File: src/rtl/axi_rd_arbiter.sv
// axi_rd_arbiter: shares one AXI3 AR/R master port between the instruction-fetch and data-load requesters.
// Define AXI_RD_ARB_RR_EN for round-robin grants; otherwise data has fixed priority over inst.
module axi_rd_arbiter #(
  parameter logic [3:0] INST_ID = 4'd0,
  parameter logic [3:0] DATA_ID = 4'd1
) (
  input  logic        clk,
  input  logic        rst,
  input  logic        inst_req,
  input  logic [31:0] inst_addr,
  output logic        inst_valid,
  output logic [31:0] inst_rdata,
  input  logic        data_req,
  input  logic [31:0] data_addr,
  output logic        data_valid,
  output logic [31:0] data_rdata,
  output logic [3:0]  arid,
  output logic [31:0] araddr,
  output logic [3:0]  arlen,
  output logic [2:0]  arsize,
  output logic [1:0]  arburst,
  output logic [1:0]  arlock,
  output logic [3:0]  arcache,
  output logic [2:0]  arprot,
  output logic        arvalid,
  input  logic        arready,
  input  logic [3:0]  rid,
  input  logic [31:0] rdata,
  input  logic [1:0]  rresp,
  input  logic        rlast,
  input  logic        rvalid,
  output logic        rready
);

  typedef enum logic [1:0] {IDLE, AR_INST, AR_DATA} state_t;

  state_t state, state_next;
  logic   busy_i, busy_d;
  logic   inst_elig, data_elig;
  logic   grant_inst, grant_data;
  logic   ar_hs, inst_ret, data_ret;
  logic   unused_rresp;

  assign arlen        = 4'd0;
  assign arsize       = 3'b010;
  assign arburst      = 2'b01;
  assign arlock       = 2'd0;
  assign arcache      = 4'd0;
  assign arprot       = 3'd0;
  assign rready       = !rst;
  assign unused_rresp = ^rresp;

  assign arvalid  = (state != IDLE);
  assign ar_hs    = arvalid && arready;
  assign inst_ret = rvalid && rready && rlast && (rid == INST_ID);
  assign data_ret = rvalid && rready && rlast && (rid == DATA_ID);

  // The pulse cycle is excluded so an address the requester is about to change is never issued.
  assign inst_elig = inst_req && !busy_i && !inst_valid;
  assign data_elig = data_req && !busy_d && !data_valid;

`ifdef AXI_RD_ARB_RR_EN
  logic rr_ptr;  // 0: inst wins a tie, 1: data wins a tie

  assign grant_data = data_elig && (!inst_elig || rr_ptr);

  always_ff @(posedge clk) begin
    if (rst) begin
      rr_ptr <= 1'b0;
    end else if (ar_hs) begin
      rr_ptr <= (state == AR_INST);
    end
  end
`else
  assign grant_data = data_elig;
`endif
  assign grant_inst = inst_elig && !grant_data;

  // AR channel FSM
  always_comb begin
    state_next = state;
    case (state)
      IDLE: begin
        if (grant_data) begin
          state_next = AR_DATA;
        end else if (grant_inst) begin
          state_next = AR_INST;
        end
      end
      AR_INST, AR_DATA: begin
        if (arready) begin
          state_next = IDLE;
        end
      end
      default: state_next = IDLE;
    endcase
  end

  always_ff @(posedge clk) begin
    if (rst) begin
      state  <= IDLE;
      araddr <= 32'd0;
      arid   <= 4'd0;
    end else begin
      state <= state_next;
      if (state == IDLE && grant_data) begin
        araddr <= data_addr;
        arid   <= DATA_ID;
      end else if (state == IDLE && grant_inst) begin
        araddr <= inst_addr;
        arid   <= INST_ID;
      end
    end
  end

  // Outstanding flags: set by the AR handshake, cleared by the matching last R beat.
  always_ff @(posedge clk) begin
    if (rst) begin
      busy_i <= 1'b0;
      busy_d <= 1'b0;
    end else begin
      if (ar_hs && state == AR_INST) begin
        busy_i <= 1'b1;
      end else if (inst_ret) begin
        busy_i <= 1'b0;
      end
      if (ar_hs && state == AR_DATA) begin
        busy_d <= 1'b1;
      end else if (data_ret) begin
        busy_d <= 1'b0;
      end
    end
  end

  // R return stage: only beats for a read still outstanding reach a requester.
  always_ff @(posedge clk) begin
    if (rst) begin
      inst_valid <= 1'b0;
      data_valid <= 1'b0;
      inst_rdata <= 32'd0;
      data_rdata <= 32'd0;
    end else begin
      inst_valid <= inst_ret && busy_i;
      data_valid <= data_ret && busy_d;
      if (inst_ret && busy_i) begin
        inst_rdata <= rdata;
      end
      if (data_ret && busy_d) begin
        data_rdata <= rdata;
      end
    end
  end

endmodule

File: config.mk
export PLATFORM = sky130hd
export DESIGN_NAME = axi_rd_arbiter
export DESIGN_NICKNAME = d
export VERILOG_FILES = /design/src/rtl/axi_rd_arbiter.sv
export SDC_FILE = /design/constraint.sdc
export NUM_CORES = 1
export LEC_CHECK = 0
export ABC_AREA = 0
export CORE_UTILIZATION = 40
export DETAILED_ROUTE_END_ITERATION = 12
export GPL_TIMING_DRIVEN = 1
export MAX_ROUTING_LAYER = met4
export PLACE_DENSITY = 0.74
export SYNTH_ARGS = -nofsm -noshare
export SYNTH_HDL_FRONTEND = slang
export SYNTH_SLANG_ARGS = --single-unit
export TNS_END_PERCENT = 20
File: constraint.sdc
create_clock -name clk -period 1.9 [get_ports clk]
set_clock_uncertainty 0.1 [all_clocks]
set_input_delay 0.38 -clock clk [delete_from_list [all_inputs] [get_ports clk]]
set_output_delay 0.38 -clock clk [all_outputs]
set_load 0.02 [all_outputs]
# ---- After elaboration in Yosys (flattened, before gate mapping)
# Cells that the tools add are included.
# W data, S select, Z words.
dict set report word_totals {
  input_bits 109
  word_cells 56
  reg_bits 103
  output_inout_bits 122
}
dict set report classes {
  n_mux 12
  eq_ne 5
  n_reduce_logical 30
}
# op n
set op_table {}
lappend op_table {{$mux W32} 2}
lappend op_table {{$logic_and A1 B1 Y1} 16}
lappend op_table {{$reduce_bool A2 Y1} 4}
lappend op_table {{$logic_not A1 Y1} 6}
lappend op_table {{$mux W1} 6}
lappend op_table {{$mux W2} 3}
lappend op_table {{$eq A4 B1 Y1 const B} 1}
lappend op_table {{$logic_not A4 Y1} 1}
lappend op_table {{$pmux W2 S2} 1}
lappend op_table {{$ne A3 B3 Y1 const B} 1}
lappend op_table {{$eq A2 B1 Y1 const B} 1}
lappend op_table {{$eq A2 B2 Y1 const B} 1}
lappend op_table {{$logic_not A2 Y1} 1}
lappend op_table {{$ne A2 B2 Y1 const B} 1}
lappend op_table {{$reduce_and A2 Y1} 1}
lappend op_table {{$reduce_or A2 Y1} 1}

# ---- Longest topological paths before layout
dict set report logic_depth {
  ltp_word 8
  mapped_depth 6
}

# ---- Worst setup path after synthesis
# No wires, ideal clock.
dict set report synth_path {
  path_type {flip-flop to flip-flop}
  startpoint {register state[0]}
  endpoint {register araddr[26]}
  path_stages_with_launch 6
  required_ns 1.648
  slack_ns 0.267
  t_arrival_ns 1.381
  synth_period_minus_slack_ns 1.633
  path_cell_list {dfxtp_1 > inv_1 > ha_1 > clkbuf_1 > clkbuf_1 > a221oi_1}
}
dict set report synth_via {
  elab_chain_len 3
  elab_cells_between_ends 5
  cone_classes {mux (1); reduce/logical (4)}
}
# element line
set synth_lines {}
lappend synth_lines {{from (decl)} 37} ;# state_t state, state_next;
lappend synth_lines {{from (signal assigned)} 105} ;# state <= state_next;
lappend synth_lines {{$logic_not A2 Y1 *} {106, 109}}
lappend synth_lines {{$logic_and A1 B1 Y1 (on tied branches)} {106, 109}}
lappend synth_lines {{$mux W32 or $reduce_bool A2 Y1 (tied branches)} -}
lappend synth_lines {{to (signal assigned)} 107} ;# araddr <= data_addr;
lappend synth_lines {{to (signal assigned)} 110} ;# araddr <= inst_addr;
lappend synth_lines {{to (decl)} 18} ;# output logic [31:0] araddr,
# Every way passes the cells marked *; elsewhere a longest branch is shown, timed or not.
# A chain may end at the register's enable or synchronous reset.

# ---- Worst setup path in the final report
dict set report layout_path {
  startpoint {register data_valid}
  endpoint {output port data_valid}
}
# element line
set layout_lines {}
lappend layout_lines {{from (decl)} 15} ;# output logic data_valid,
lappend layout_lines {{from (signal assigned)} 144} ;# data_valid <= data_ret && busy_d;
# No word-level cell between the ends.

==> metrics.yaml <==
clk_path_buf_depth: 2
wirelength_mm: 15.4
drc: 0
dieArea_sq_um: 12800
viasPerCell: 5.36
ios: 231
nNetsFinal: 856
initial_core_util_pct: 41.0
avgSynthCellArea_sq_um: 9.12
htree_levels: 3
cts_tree: "done"
root_buffer: "clkbuf_16"
fin_crit_ns: 1.85
ir_worst_vdd_v: 0.000346
yosysTopAreaCell: "dfxtp_1"
antenna_found_initial: 0
p_sw_w: 0.00162
hp-class: "in2reg"
ys_async_sr_fraction_pct: 0
gp_congestion: 0.785
ant_nets: 0
gr-total-overflow: 0
placed_area_sq_um: 7330
fp-row-count: 40
multi_input_area_sq_um: 2410
firstDrtPassIters: 4
status: "finished clean"
drive_gt1_share_pct: 15.2
max_freq_mhz: 541
dp_hpwl_mm: 11.0
cts_sinks: 103
grt_pass1_vias: 4857
crit_chain: "clkdlybuf4s50_1"
tightest_slew_ns: 0.632
grt_usage_pct: 24.5
postLayoutCellArea_sq_um: 7660
worstSetupPathType: "reg2out"
arrival_ns: 1.37
synth_flop_cell: "dfxtp_1"
rsz0062_at_grt: "no"
cp_slowest_cell: "clkdlybuf4s50_1"
seq_area_frac_synth_pct: 41.6
synthDistinctLibCells: 35
grt_max_degree: 50
pwr-share-clk_pct: 34.9
start_kind: "flip-flop"
cts_buffers: 9
relSlewSlack_pct: 57.9
worstPathBufferInverterCount: 1
combPwrFrac_pct: 24.8
setup_viol: 0
p_sw_share_pct: 27.7
critical_path_peak_fanout: 3
hold_viol_final: 0
drtIter0Drc: 207
fin_total_pwr_w: 0.00583
cts_hold_buf: 0
yosysWarnings: 0
setup_tns_ns: 0
drv_slew: 0
die_w_microns: 113
maxCapViolations: 0
syn_to_final_growth_pct: 54.7
synth-edff-count: 0
max_stage_delay_ns: 0.66
fin_util_pct: 63.5
clk_pin_slew_ns: 0.07
synth_top_area_share_pct: 41.6
powerDensity_nw_per_um2: 762
seqPwrFrac_pct: 40.3
fp.dieH_microns: 113
synth-seq-cells: 103
clk_latency_ns: 0.34
wl_per_cell_microns: 16.8
min_period_over_period_pct: 97.3
regArea_sq_um: 2060
antenna_cells: 0
cpLargestDelayFamily: "buffers and inverters"
io_buffers: 207
vias: 4916
p_int_w: 0.00422
cp.required_ns: 1.42
synthTopCellsByArea: "dfxtp_1 42%, a221oi_2 9.1%, a21oi_1 6.7%"
synth_area_sq_um: 4950
p_leak_nw: 2.71
whs_ns: 0.164
grt_pass1_wl_mm: 24.4
netlist_instances: 543
crit_path_end_kind: "primary output"
fillerInstances: 1024
fp.coreArea_sq_um: 12100
cts_setup_buffers: 0
## cells in the mapped netlist (2+ instances only)
| cell type | instances |
|---|---|
| conb_1 | 2 |
| o31ai_1 | 22 |
| nand4bb_1 | 2 |
| ha_1 | 3 |
| o21ai_0 | 30 |
| nand3_1 | 65 |
| inv_1 | 36 |
| a221oi_2 | 30 |
| buf_4 | 24 |
| or4b_2 | 2 |
| o21ai_1 | 36 |
| buf_2 | 20 |
| nand2_1 | 2 |
| a221oi_1 | 2 |
| dfxtp_1 | 103 |
| buf_6 | 3 |
| nor2_1 | 4 |
| o31ai_2 | 10 |
| clkbuf_1 | 34 |
| a21oi_1 | 66 |
| or4b_1 | 31 |
| a32o_1 | 2 |
| buf_1 | 2 |
## stage by stage
stage	cells	worst slack [ns]
final	917	0.0506
after global routing	917	0.0274
after CTS	917	0.0450
after detailed placement	901	-0.255
after global placement	901	-0.219
after floorplan	562	0.267
## layer usage
layer | share of wire [%] | wire length (microns) | GRT usage (%) | vias up
met5 | 0 | 0 | - | -
met4 | 1.0 | 158 | 6.58 | 0
met3 | 7.9 | 1220 | 6.21 | 11
met2 | 48 | 7370 | 40.6 | 184
met1 | 43 | 6630 | 29.6 | 2355
li1 | - | - | - | 2366
## state kept, by name, indices dropped and copies added, names as in the netlist
| register | cells |
|---|---|
| data_valid | 1 |
| araddr | 32 |
| inst_rdata | 32 |
| busy_d | 1 |
| arid | 1 |
| inst_valid | 1 |
| state | 2 |
| busy_i | 1 |
| data_rdata | 32 |
## placed cells by master, fill, tap and decap left out, drive strengths merged, types with 3 or more instances in the layout
master	synthesis	layout
o21ai	67	67
o31ai	32	32
a21oi	66	66
a221oi	32	32
inv	36	37
ha	3	3
or4b	33	33
clkdlybuf4s50	0	204
nand3	65	65
nor2	4	4
buf	49	49
clkbuf	34	11
dfxtp	103	103
conb	2	21
## worst paths after layout
path	cells after the start	end	startpoint	slack [ns]
hold reg to reg	2	araddr[5]$_SDFFE_PP0P_	araddr[5]$_SDFFE_PP0P_	0.36
setup reg to reg	5	araddr[17]$_SDFFE_PP0P_	busy_d$_SDFFE_PP0P_	0.22
hold / removal	2	inst_rdata[31]$_SDFFE_PP0P_	rst	0.16
setup / recovery	1	data_valid	data_valid$_SDFF_PP0_	0.05
## power groups by stage
stage / clock network (W) / registers [W] / logic, W
6_report: 0.00203 / 0.00235 / 0.00145
5_1_grt: 0.00219 / 0.00237 / 0.00154
4_1_cts: 0.00208 / 0.00235 / 0.00146
3_5_place_dp: 0 / 0.00240 / 0.00145
3_3_place_gp: 0 / 0.00239 / 0.00142
2_1_floorplan: 0 / 0.00254 / 0.000666
## cell families (layout without fill, tap and decap cells)
family / after synthesis / after routing / share of synthesized area (%)
compound gates: 201 / 201 / 29.6
other cells: 2 / 21 / 0.152
fa+ha+maj: 3 / 3 / 0.758
buf+inv: 119 / 306 / 11.8
flops: 103 / 103 / 41.6
simple gates: 115 / 115 / 16.0
## layout make-up
class	count	area share [%]
clock buffer	11	3.30
clock inverter	5	1.03
inverter	36	1.76
multi-input combinational	340	31.5
sequential	103	26.9
tap	168	2.75
timing repair buffer	254	32.7
## timing repair
item,in CTS,in global routing
resized for setup,4,1
hold endpoints to repair,0,0
endpoints found under the setup margin,2,1
Power figures use the tool's default switching activity.
